`src/rtl/pipelined_adder.sv`:
```
// Pipelined WIDTH-bit adder: the carry chain is cut into STAGES equal slices,
// each resolved in its own register stage. Valid/ready on both sides with
// bubble-collapsing advance, one result per clock when the sink keeps up.
//
// Optional feature macro: PIPELINED_ADDER_SUB_EN
//   defined   -> extra 'sub' input; sub=1 computes a - b (cin ignored)
//   undefined -> pure addition a + b + cin
//
// Ports:
//   clk, rst          clock (rising edge), asynchronous active-high reset
//   in_valid/in_ready input handshake; a, b, cin (and sub) sampled on transfer
//   out_valid/out_ready output handshake
//   sum, cout, ovf    result, carry out of MSB, signed overflow
module pipelined_adder #(
  parameter int unsigned WIDTH  = 16,
  parameter int unsigned STAGES = 4
) (
  input  logic             clk,
  input  logic             rst,
  input  logic             in_valid,
  output logic             in_ready,
  input  logic [WIDTH-1:0] a,
  input  logic [WIDTH-1:0] b,
  input  logic             cin,
`ifdef PIPELINED_ADDER_SUB_EN
  input  logic             sub,
`endif
  output logic             out_valid,
  input  logic             out_ready,
  output logic [WIDTH-1:0] sum,
  output logic             cout,
  output logic             ovf
);

  localparam int unsigned SLICE = WIDTH / STAGES;
  localparam int unsigned MSB   = WIDTH - 1;

  if ((STAGES < 1) || (STAGES > WIDTH) || ((WIDTH % STAGES) != 0)) begin : g_param_check
    $error("pipelined_adder: WIDTH must be a multiple of STAGES, 1 <= STAGES <= WIDTH");
  end

  // Per-stage state: valid, carry out of the last resolved slice, partial sum
  // and the operands still carrying unresolved upper bits.
  logic [STAGES-1:0] valid_q, valid_d;
  logic [STAGES-1:0] carry_q, carry_d;
  logic [WIDTH-1:0]  a_q   [STAGES];
  logic [WIDTH-1:0]  a_d   [STAGES];
  logic [WIDTH-1:0]  b_q   [STAGES];
  logic [WIDTH-1:0]  b_d   [STAGES];
  logic [WIDTH-1:0]  sum_q [STAGES];
  logic [WIDTH-1:0]  sum_d [STAGES];
  logic              ovf_q, ovf_d;

  // Effective B and carry-in at the pipeline entry.
  logic [WIDTH-1:0] b_eff;
  logic             cin_eff;

`ifdef PIPELINED_ADDER_SUB_EN
  always_comb begin
    b_eff   = sub ? ~b : b;
    cin_eff = sub ? 1'b1 : cin;
  end
`else
  always_comb begin
    b_eff   = b;
    cin_eff = cin;
  end
`endif

  // Advance rule: a stage may load when its successor is empty or moves on.
  logic [STAGES-1:0] load;

  always_comb begin
    load = '0;
    load[STAGES-1] = !valid_q[STAGES-1] || out_ready;
    for (int k = int'(STAGES) - 2; k >= 0; k--) begin
      load[k] = !valid_q[k+1] || load[k+1];
    end
  end

  assign in_ready = load[0];

  // Upstream view for each stage: the input port for stage 0, the previous
  // stage's registers otherwise.
  logic [STAGES-1:0] src_valid;
  logic [STAGES-1:0] src_carry;
  logic [WIDTH-1:0]  src_a   [STAGES];
  logic [WIDTH-1:0]  src_b   [STAGES];
  logic [WIDTH-1:0]  src_sum [STAGES];

  always_comb begin
    src_valid    = '0;
    src_carry    = '0;
    src_valid[0] = in_valid;
    src_carry[0] = cin_eff;
    src_a[0]     = a;
    src_b[0]     = b_eff;
    src_sum[0]   = '0;
    for (int k = 1; k < int'(STAGES); k++) begin
      src_valid[k] = valid_q[k-1];
      src_carry[k] = carry_q[k-1];
      src_a[k]     = a_q[k-1];
      src_b[k]     = b_q[k-1];
      src_sum[k]   = sum_q[k-1];
    end
  end

  // Stage next-state: resolve slice k on entry to stage k.
  logic [SLICE:0] slice_res;

  always_comb begin
    valid_d   = valid_q;
    carry_d   = carry_q;
    ovf_d     = ovf_q;
    slice_res = '0;
    for (int k = 0; k < int'(STAGES); k++) begin
      a_d[k]   = a_q[k];
      b_d[k]   = b_q[k];
      sum_d[k] = sum_q[k];
    end
    for (int k = 0; k < int'(STAGES); k++) begin
      slice_res = (SLICE+1)'(src_a[k][k*SLICE +: SLICE])
                + (SLICE+1)'(src_b[k][k*SLICE +: SLICE])
                + (SLICE+1)'(src_carry[k]);
      if (load[k]) begin
        // Loading with nothing upstream leaves the stage empty (a bubble).
        valid_d[k] = src_valid[k];
        if (src_valid[k]) begin
          a_d[k]   = src_a[k];
          b_d[k]   = src_b[k];
          sum_d[k] = src_sum[k];
          sum_d[k][k*SLICE +: SLICE] = slice_res[SLICE-1:0];
          carry_d[k] = slice_res[SLICE];
          // The top slice produces the final sum MSB, so overflow is known here.
          if (k == int'(STAGES) - 1) begin
            ovf_d = (src_a[k][MSB] == src_b[k][MSB]) &&
                    (slice_res[SLICE-1] != src_a[k][MSB]);
          end
        end
      end
    end
  end

  // Stage registers.
  always_ff @(posedge clk or posedge rst) begin
    if (rst) begin
      valid_q <= '0;
      carry_q <= '0;
      ovf_q   <= 1'b0;
      for (int k = 0; k < int'(STAGES); k++) begin
        a_q[k]   <= '0;
        b_q[k]   <= '0;
        sum_q[k] <= '0;
      end
    end else begin
      valid_q <= valid_d;
      carry_q <= carry_d;
      ovf_q   <= ovf_d;
      for (int k = 0; k < int'(STAGES); k++) begin
        a_q[k]   <= a_d[k];
        b_q[k]   <= b_d[k];
        sum_q[k] <= sum_d[k];
      end
    end
  end

  // Last stage drives the result directly.
  assign out_valid = valid_q[STAGES-1];
  assign sum       = sum_q[STAGES-1];
  assign cout      = carry_q[STAGES-1];
  assign ovf       = ovf_q;

endmodule

```
`config.mk`:
```
export PLATFORM = sky130hd
export DESIGN_NAME = pipelined_adder
export DESIGN_NICKNAME = d
export VERILOG_FILES = /design/src/rtl/pipelined_adder.sv
export SDC_FILE = /design/constraint.sdc
export NUM_CORES = 1
export LEC_CHECK = 0
export BUFFER_PORTS_ARGS = -buffer_cell sky130_fd_sc_hd__buf_2
export CAP_MARGIN = 20
export CORE_MARGIN = 3
export CORE_UTILIZATION = 35
export CTS_BUF_LIST = sky130_fd_sc_hd__clkbuf_2
export CTS_CLUSTER_DIAMETER = 60
export DETAILED_ROUTE_END_ITERATION = 16
export HOLD_SLACK_MARGIN = 0.05
export PLACE_DENSITY = 0.51
export SETUP_SLACK_MARGIN = 0.15
export SLEW_MARGIN = 40
export SYNTH_ARGS = -nofsm -noshare
export SYNTH_HDL_FRONTEND = slang
export SYNTH_SLANG_ARGS = --single-unit
```
`constraint.sdc`:
```
create_clock -name clk -period 6.7 [get_ports clk]
set_clock_uncertainty 0.05 [all_clocks]
set_input_delay 1.34 -clock clk [delete_from_list [all_inputs] [get_ports clk]]
set_output_delay 1.34 -clock clk [all_outputs]
set_load 0.1 [all_outputs]
```
==> results of run 1 <==
-- report_power, final --
| part | switching [uW] | internal, uW | leakage, uW |
|---|---|---|---|
| sequential | 144 | 823 | 0.00114 |
| clock | 184 | 47.1 | 0.0000521 |
| combinational | 755 | 431 | 0.00102 |
-- sequential cells by signal, summed over array words and instances (netlist names) --
| signal | count |
|---|---|
| a_q | 24 |
| b_q | 24 |
| carry_q | 4 |
| ovf | 1 |
| src_sum | 24 |
| sum | 16 |
| valid_q | 4 |
-- stage by stage --
step	cells	power [uW]	utilization, %	setup slack (ns)
after floorplan	288	1950	-	2.78
after CTS	496	2420	40.7	3.22
after global placement	480	2170	40.0	3.23
after global routing	496	2570	40.7	3.20
final	496	2380	40.7	3.22
after detailed placement	480	2190	40.0	3.22
-- cells in the mapped netlist, drive strengths merged --
cell type and instances:
dfrtp 97, mux2 80, o21ai 15, ha 12, inv 12, a21oi 9, buf 8, fa 8
nand2 7, a21boi 5, and3b 4, nand3 4, o31ai 4, a21o 3, nor2b 3, a211oi 2
xnor2 2, xor2 2, a2111oi 1, a21bo 1, a2bb2oi 1, a31oi 1, and2 1, nand2b 1
nand3b 1, nand4b 1, nor2 1, nor3 1, o41ai 1
-- cell type report --
class | count | area, sq um
Fill cell | 1145 | 6950
Sequential cell | 97 | 2430
Multi-Input combinational cell | 171 | 1740
Timing Repair Buffer | 57 | 288
Tap cell | 143 | 179
Clock buffer | 11 | 55.1
Inverter | 12 | 47.5
Clock inverter | 5 | 22.5
-- metal layers --
metal / vias to the layer above / global-route usage, %
li1: 1153 / -
met1: 1224 / 16.7
met2: 36 / 19.1
met3: 12 / 3.47
met4: 0 / 5.05
met5: - / 0
-- worst max-delay path, delay by kind of cell --
kind,cells,cell delay (ns)
and+or+nand+nor,1,0.18
buffers and inverters,2,0.57
-- placed cells by master, fill, tap and decap left out, types with 4 or more instances in the layout --
cell type  netlist  final
a21boi_0         5      5
a21oi_1          9      9
and3b_1          4      4
buf_2            4     56
clkbuf_2         0     11
clkinv_1         0      4
dfrtp_1         97     97
fa_1             8      8
ha_1            12     12
inv_1           12     11
mux2_2          62     62
mux2_4          18     18
nand2_1          6      5
nand3_1          4      4
o21ai_0         15     15
o31ai_1          4      4
-- worst paths after layout --
| path | startpoint | cells after the start | endpoint |
|---|---|---|---|
| max in group asynchronous | rst | 3 | a_q[61] |
| hold reg to reg | a_q[44] | 1 | a_q[28] |
| min in group asynchronous | rst | 2 | b_q[53] |
| setup / recovery | out_ready | 3 | in_ready |
| setup reg to reg | carry_q[0] | 5 | carry_q[1] |
| hold / removal | a_q[44] | 1 | a_q[28] |
-- cell families (layout without fill, tap and decap cells) --
group           count (synthesis)  in the layout  synth area share, %
flops                          97             97                 56.5
xor+xnor                        4              4                0.816
fa+ha+maj                      20             20                 7.23
buf+inv                        20             85                 2.89
mux                            80             80                 22.6
compound gates                 43             43                 6.24
simple gates                   24             24                 3.73
==> run summary, run 1 <==
Chip Width - 117 um
Top cells by area, synth - dfrtp_1, mux2_2, mux2_4
Initial core utilization - 36.7%
Placed Area - 4690 sq um
CP Class - in -> out
Share of cells above drive strength 1 - 44.2%
R2R Setup Slk - 4.51 ns
I/O pin count - 57
Vias in the first global route - 2611
Vias - 2425
Post-CTS setup buffers - 0
Wire per inst - 15.3 um
DR iter-0 viols - 64
Fin Hold WS - 0.463 ns
Initial antenna violation count - 0
Worst setup SP type - primary input
Post-DP HPWL - 5400 um
CP Cell Sequence - buf_2 > nand4b_4 > buf_2
CP most frequent cell - buf_2
Gr ovfl total - 0
Slowest CP cell - buf_2
Hold_buf cts - 0
Number of port buffers - 56
Post-synthesis sequential area ratio - 56.5%
YS warnings - 0
DR vias/cell - 4.89
NumNets Final - 405
Met1 Wirelength - 3670 um
Remaining antenna violation count - 0
Delay of the slowest critical-path stage - 0.45 ns
TNS Setup - 0 ns
Gr usage total - 12.4%
Cells after Synth - 288
Fin. Hold Viols - 0
Setup-failing EPs final - 0
Pin count of the biggest net entering global routing - 56
Slew headroom - 48.8%
Fmax - 287 MHz
H-tree levels - 3
Diodes inserted - 0
Clk slew on worst S/H paths - 0.25 ns
CTS buffer count - 9
Pre-antenna DRT Iters - 4
Leak - 0.00221 uW
Synth unique cells - 34
CTS tree - done
Status - finished clean
Clock sink total - 97
GPL Wtd Cong - 0.722
Least-Margin Pin Slew - 0.767 ns
Max_cap viols - 0
Num rows - 39
Synth top area share - 56.5%
CP Max Fanout - 8
Longest Clk Path Bufs - 2
Syn Nets - 345
Crit path DAT - 2.09 ns
VDD IR-drop max - 0.000167 V
Netlist Area Pre-Place - 4290 sq um
Cell taking the most area after synthesis - dfrtp_1
PostCTS Resize Cnt - 0
Final instance area - 4760 sq um
Layout overhead on the synthesized area - 11.0%
Post-Syn Area per Cell - 14.9 sq um
Pwr dens - 501 nW/um^2
Fin crit period - 3.48 ns
Core area - 11700 sq um
DIE HEIGHT - 117 um
Hold Crit Class - reg -> reg
Worst skew pair latency - 0.56 ns
Total wire length - 7580 um
# DRC - 0
Routed wire length on met2 - 3450 um
Fin. max-slew vios - 0
First-pass GRT wire length - 13000 um
Wire length on met3 - 325 um
CTS root buf - clkbuf_2
Top Layer Used - met4
Crit end category - output port
WP data required - 5.31 ns
Final period util - 51.9%
Die area - 13600 sq um
Unrepaired setup endpoints after global routing - no
Flops & latches, synth - 97
(Power assumes the default switching activity.)
==> inputs of run 2 (changes only) <==
Settings changed: PLACE_DENSITY 0.51 to 0.53.
Clock period 6.7 ns to 3.1 ns, I/O delays scaled along.
==> run 2 against run 1 <==
Sequential share of layout area decreased by 1.1 points. Setup slack got worse by 2.4 ns. Cell count increased by 0.81%. Via count increased by 0.49%. First-iteration DRC count increased by 61%. Sequential power increased by 120%. Combinational power increased by 120%. Highest routed layer unchanged.
==> run summary, run 2 (synthesis gave the netlist of run 1 again) <==
Least-Margin Pin Slew - 0.665 ns (was 0.767 ns)
Worst setup SP type - register (was primary input)
Die area - 13600 sq um (unchanged)
Core area - 11700 sq um (unchanged)
Vias in the first global route - 2507 (was 2611)
DR iter-0 viols - 103 (was 64)
Hold_buf cts - 0 (unchanged)
Setup-failing EPs final - 0 (unchanged)
Fin. max-slew vios - 0 (unchanged)
H-tree levels - 3 (unchanged)
Initial core utilization - 36.7% (unchanged)
Gr ovfl total - 0 (unchanged)
Chip Width - 117 um (unchanged)
Routed wire length on met2 - 3700 um (was 3450 um)
Pre-antenna DRT Iters - 4 (unchanged)
DIE HEIGHT - 117 um (unchanged)
CTS root buf - clkbuf_2 (unchanged)
Commonest non-fill, non-tap cell in the layout - dfrtp_1 (unchanged)
Clk slew on worst S/H paths - 0.26 ns (was 0.25 ns)
Crit path DAT - 1.64 ns (was 2.09 ns)
Number of port buffers - 56 (unchanged)
Most frequent cells in the layout - dfrtp_1, mux2_2, buf_2 (unchanged)
Fmax - 433 MHz
Wire per inst - 15.4 um (was 15.3 um)
Final period util - 74.4%
Num rows - 39 (unchanged)
Remaining antenna violation count - 0 (unchanged)
Pin count of the biggest net entering global routing - 46 (was 56)
GPL Wtd Cong - 0.775 (was 0.722)
PostCTS Resize Cnt - 0 (unchanged)
CP Class - reg -> out (was in -> out)
Layout overhead on the synthesized area - 13.4% (was 11.0%)
Initial antenna violation count - 0 (unchanged)
Post-CTS setup buffers - 0 (unchanged)
Reg2reg path depth - 5 (unchanged)
Met1 Wirelength - 3660 um (was 3670 um)
Clock sink total - 97 (unchanged)
Crit end category - output port (unchanged)
Worst skew pair latency - 0.52 ns (was 0.56 ns)
Top Layer Used - met4 (unchanged)
Share of cells above drive strength 1 - 45.4% (was 44.2%)
Max_cap viols - 0 (unchanged)
Post-DP HPWL - 5730 um (was 5400 um)
Longest Clk Path Bufs - 2 (unchanged)
Unrepaired setup endpoints after global routing - no (unchanged)
Fin. Hold Viols - 0 (unchanged)
Slew headroom - 55.5% (was 48.8%)
Crit path to - in_ready (unchanged)
I/O pin count - 57 (unchanged)
NumNets Final - 409 (was 405)
Fillers - 1118 (was 1145)
Power, Total - 5360 uW (was 2380 uW)
Total wire length - 7710 um (was 7580 um)
# DRC - 0 (unchanged)
Status - finished clean (unchanged)
DR vias/cell - 4.87 (was 4.89)
Wire length on met3 - 281 um (was 325 um)
Fin crit period - 2.31 ns
Diodes inserted - 0 (unchanged)
CTS tree - done (unchanged)
CP Max Fanout - 8 (unchanged)
Vias - 2437 (was 2425)
CTS buffer count - 9 (unchanged)
VDD IR-drop max - 0.000370 V (was 0.000167 V)
R2R Setup Slk - 0.91 ns (was 4.51 ns)
First-pass GRT wire length - 12900 um (was 13000 um)
Hold Crit Class - in -> async (was reg -> reg)
RR Startpoint - carry_q[0] (unchanged)
Gr usage total - 12.4% (about the same)
Pwr dens - 1100 nW/um^2 (was 501 nW/um^2)
WP data required - 2.43 ns (was 5.31 ns)
Crit. Startpoint - valid_q[3] (was out_ready)
Leak - 0.00226 uW (was 0.00221 uW)
TNS Setup - 0 ns (unchanged)
Worst r2r dst - carry_q[1] (unchanged)
[run 2: area by class of cell]
| type | instances | area (sq um) | area share, % |
|---|---|---|---|
| well taps | 143 | 179 | 3.68 |
| inverters | 12 | 48.8 | 1.00 |
| flip-flops and latches | 97 | 2430 | 49.9 |
| clock buffers | 11 | 55.1 | 1.13 |
| multi-input cells | 171 | 1750 | 35.9 |
| clock inverters | 5 | 80.1 | 1.65 |
| repair buffers | 61 | 330 | 6.79 |
[run 2: critical path: stages, from the launching register on]
cell	delay, ns
dfrtp_1	0.51
nand4b_4	0.18
buf_2	0.45
[run 2: worst min-delay path by stage]
stage / to / slack [ns] / cells past startpoint
floorplan: src_sum[23] / 0.42 / 2
global placement: src_sum[5] / 0.43 / 1
detailed placement: src_sum[20] / 0.44 / 1
CTS: src_sum[34] / 0.07 / 2
global route: src_sum[34] / 0.05 / 2
finish: src_sum[9] / 0.09 / 2
[run 2: power breakdown]
group	internal, uW	switching, uW
logic	946	1640
clock network	272	396
registers	1780	321
[run 2: per-stage QoR]
step / std cells / instance area [sq um] / hold slack (ns) / setup slack [ns] / util [%]
floorplan: 288 / 4300 / 0.417 / 0.464 / -
global placement: 484 / 4730 / 0.433 / 1.01 / 40.4
detailed placement: 484 / 4730 / 0.438 / 0.986 / 40.4
CTS: 500 / 4860 / 0.0700 / 0.742 / 41.5
global route: 500 / 4870 / 0.0546 / 0.623 / 41.6
finish: 500 / 4870 / 0.0926 / 0.792 / 41.6
[run 2: metal layers]
metal | up-vias | track usage, %
met2 | 37 | 19.3
met5 | - | 0
met1 | 1228 | 17.0
met4 | 0 | 2.98
li1 | 1167 | -
met3 | 5 | 3.99
==> inputs of run 3 (changes only) <==
Clock period 3.1 ns to 1.9 ns, I/O delays scaled along.
==> run 3 against run 2 <==
The run now ends with negative setup slack left. Combinational power up 100%. Global-route usage up 0.79 points. Non-clock buffer count up 39. Cell area up 14%. Cell count up 8.0%. Sequential power up 67%. Register-to-register slack worse by 0.92 ns. Die area unchanged. Via count up 5.7%. Largest cell class unchanged.
==> run summary, run 3 (synthesis gave the netlist of run 1 again) <==
Status - complete, but fails checks (was finished clean)
Failing checks - negative setup slack
DR vias/cell - 4.77 (was 4.87)
Initial antenna violation count - 1 (was 0)
Clock sink total - 97 (unchanged)
Remaining antenna violation count - 0 (unchanged)
Initial core utilization - 36.7% (unchanged)
Hold Crit Class - in -> reg (was in -> async)
Setup-failing EPs final - 1 (was 0)
Clk slew on worst S/H paths - 0.24 ns (was 0.26 ns)
Wire per inst - 15.1 um (was 15.4 um)
Share of cells above drive strength 1 - 47.2% (was 45.4%)
Final period util - 101%
Busiest layer in global routing - met2 (unchanged)
CP Class - reg -> reg (was reg -> out)
CP most frequent cell - fa_2
Leak - 0.00255 uW (was 0.00226 uW)
CTS tree - done (unchanged)
CP delay by family, top - adder cells (was flip-flops)
Layout Utilization - 47.4% (was 41.6%)
Pre-antenna DRT Iters - 4 (unchanged)
Most frequent cells in the layout - dfrtp_1, mux2_2, buf_2 (unchanged)
Net Switching - 4170 uW (was 2360 uW)
Worst skew pair latency - 0.57 ns (was 0.52 ns)
First-pass GRT wire length - 13800 um (was 12900 um)
Final instance area - 5550 sq um (was 4870 sq um)
Reg2reg path depth - 5 (unchanged)
Grt met1 use - 19.2% (was 17.0%)
Pin count of the biggest net entering global routing - 98 (was 46)
Combinational group share of total power - 54.6% (was 48.3%)
Least-Margin Pin Slew - 0.511 ns (was 0.665 ns)
Num rows - 39 (unchanged)
Met2 usage - 19.6% (was 19.3%)
GPL Wtd Cong - 0.760 (was 0.775)
Longest Clk Path Bufs - 2 (unchanged)
Fin. max-slew vios - 0 (unchanged)
Total wire length - 8140 um (was 7710 um)
Fin crit period - 1.91 ns
CP Depth - 5 (was 2)
CTS root buf - clkbuf_2 (unchanged)
Hold Path Stages - 3
Layout overhead on the synthesized area - 29.3% (was 13.4%)
Gr usage total - 13.2% (was 12.4%)
Fmax - 523 MHz
Sw Share - 43.1% (was 44.0%)
NumNets Final - 448 (was 409)
Sequential fraction of design power - 36.3% (was 39.2%)
Unrepaired setup endpoints after global routing - yes (was no)
Internal power - 5500 uW (was 3000 uW)
Gr ovfl total - 0 (unchanged)
Slowest CP cell - dfrtp_1 (unchanged)
Commonest non-fill, non-tap cell in the layout - dfrtp_1 (unchanged)
WP data required - 2.32 ns (was 2.43 ns)
Power, Total - 9670 uW (was 5360 uW)
Crit end category - register (was output port)
CTS buffer count - 9 (unchanged)
Chip Width - 117 um (unchanged)
I/O pin count - 57 (unchanged)
DIE HEIGHT - 117 um (unchanged)
VDD IR-drop max - 0.000442 V (was 0.000370 V)
Crit path DAT - 2.34 ns (was 1.64 ns)
Max_cap viols - 0 (unchanged)
TNS Setup - -0.0124 ns (was 0 ns)
Die area - 13600 sq um (unchanged)
Vias - 2576 (was 2437)
CP Cell Sequence - fa_2 > fa_2 > buf_4 > xor2_1 > mux2_4 (was nand4b_4 > buf_2)
Clk pwr share - 9.0% (was 12.5%)
Slew headroom - 66.0% (was 55.5%)
Delay of the slowest critical-path stage - 0.46 ns (was 0.51 ns)
Buf+Inv Stages, Crit Path - 1 (unchanged)
Placed Area - 4850 sq um (was 4730 sq um)
H-tree levels - 3 (unchanged)
CP Max Fanout - 2 (was 8)
Fin. Hold Viols - 0 (unchanged)
Pwr dens - 1740 nW/um^2 (was 1100 nW/um^2)
Worst setup SP type - register (unchanged)
Setup WS post-layout - -0.0124 ns (was 0.792 ns)
Post-DP HPWL - 5700 um (was 5730 um)
Vias in the first global route - 2735 (was 2507)
DR iter-0 viols - 95 (was 103)
Fillers - 1064 (was 1118)
Number of port buffers - 56 (unchanged)
Met3 Resource Use GR - 2.90% (was 3.99%)
Fin Hold WS - 0.119 ns (was 0.0926 ns)
Core area - 11700 sq um (unchanged)
# DRC - 0 (unchanged)
==> run 3: changes by cell type in the layout (fill, tap and decap cells not counted), sizes merged <==
cell / before / now
diode: 0 / 1
clkinvlp: 2 / 3
buf: 61 / 74
inv: 11 / 12
clkinv: 2 / 4
clkbuf: 11 / 9
dlygate4sd3: 0 / 26
bufinv: 2 / 0
==> run 3: final timing paths <==
path	startpoint	endpoint	slack, ns
hold / removal	out_ready	valid_q[2]	0.12
setup reg to reg	b_q[52]	src_sum[22]	-0.01
hold reg to reg	a_q[61]	a_q[45]	0.49
min in group asynchronous	rst	sum[1]	0.42
max in group asynchronous	rst	b_q[58]	0.98
setup / recovery	b_q[52]	src_sum[22]	-0.01
==> run 3: power groups by stage <==
stage                     clock network (uW)  logic (uW)  registers (uW)
after global placement                     0        4410            3500
after global routing                    1010        5670            3640
after detailed placement                   0        4480            3530
after CTS                                911        4860            3470
final                                    873        5280            3510
after floorplan                            0        2260            4800
==> run 3: repair_timing <==
| action | 4_1_cts | 5_1_grt |
|---|---|---|
| hold buffers | 26 | 0 |
| resized for setup | 29 | 43 |
| setup buffers | 6 | 5 |
| endpoints found under the hold margin | 122 | 0 |
| pin swaps | 8 | 10 |
| endpoints found under the setup margin | 23 | 27 |
==> run 3: worst register-to-register path, stage by stage, from the launching register on <==
cell and delay [ns]:
dfrtp_1 0.46, fa_2 0.42, fa_2 0.36, buf_4 0.14
xor2_1 0.15, mux2_4 0.27
==> run 3: per-stage QoR <==
step | std cells | setup WS, ns
finish | 540 | -0.0124
CTS | 534 | -0.0328
global route | 540 | -0.0800
detailed placement | 486 | -0.0304
global placement | 486 | 0.0149
floorplan | 288 | -0.369
==> run 3: layer usage <==
layer	wire length [um]	share of wire, %
met5	0	0
met1	4100	50
met2	3620	44
met4	109	1.3
met3	308	3.8
==> run 3: area by class of cell <==
type	instances	area [sq um]	area share (%)
Sequential cell	97	2430	43.8
Clock buffer	9	45.0	0.812
Timing Repair Buffer	100	952	17.2
Inverter	12	48.8	0.879
Antenna cell	1	2.50	0.0451
Multi-Input combinational cell	171	1850	33.3
Clock inverter	7	46.3	0.834
Tap cell	143	179	3.22
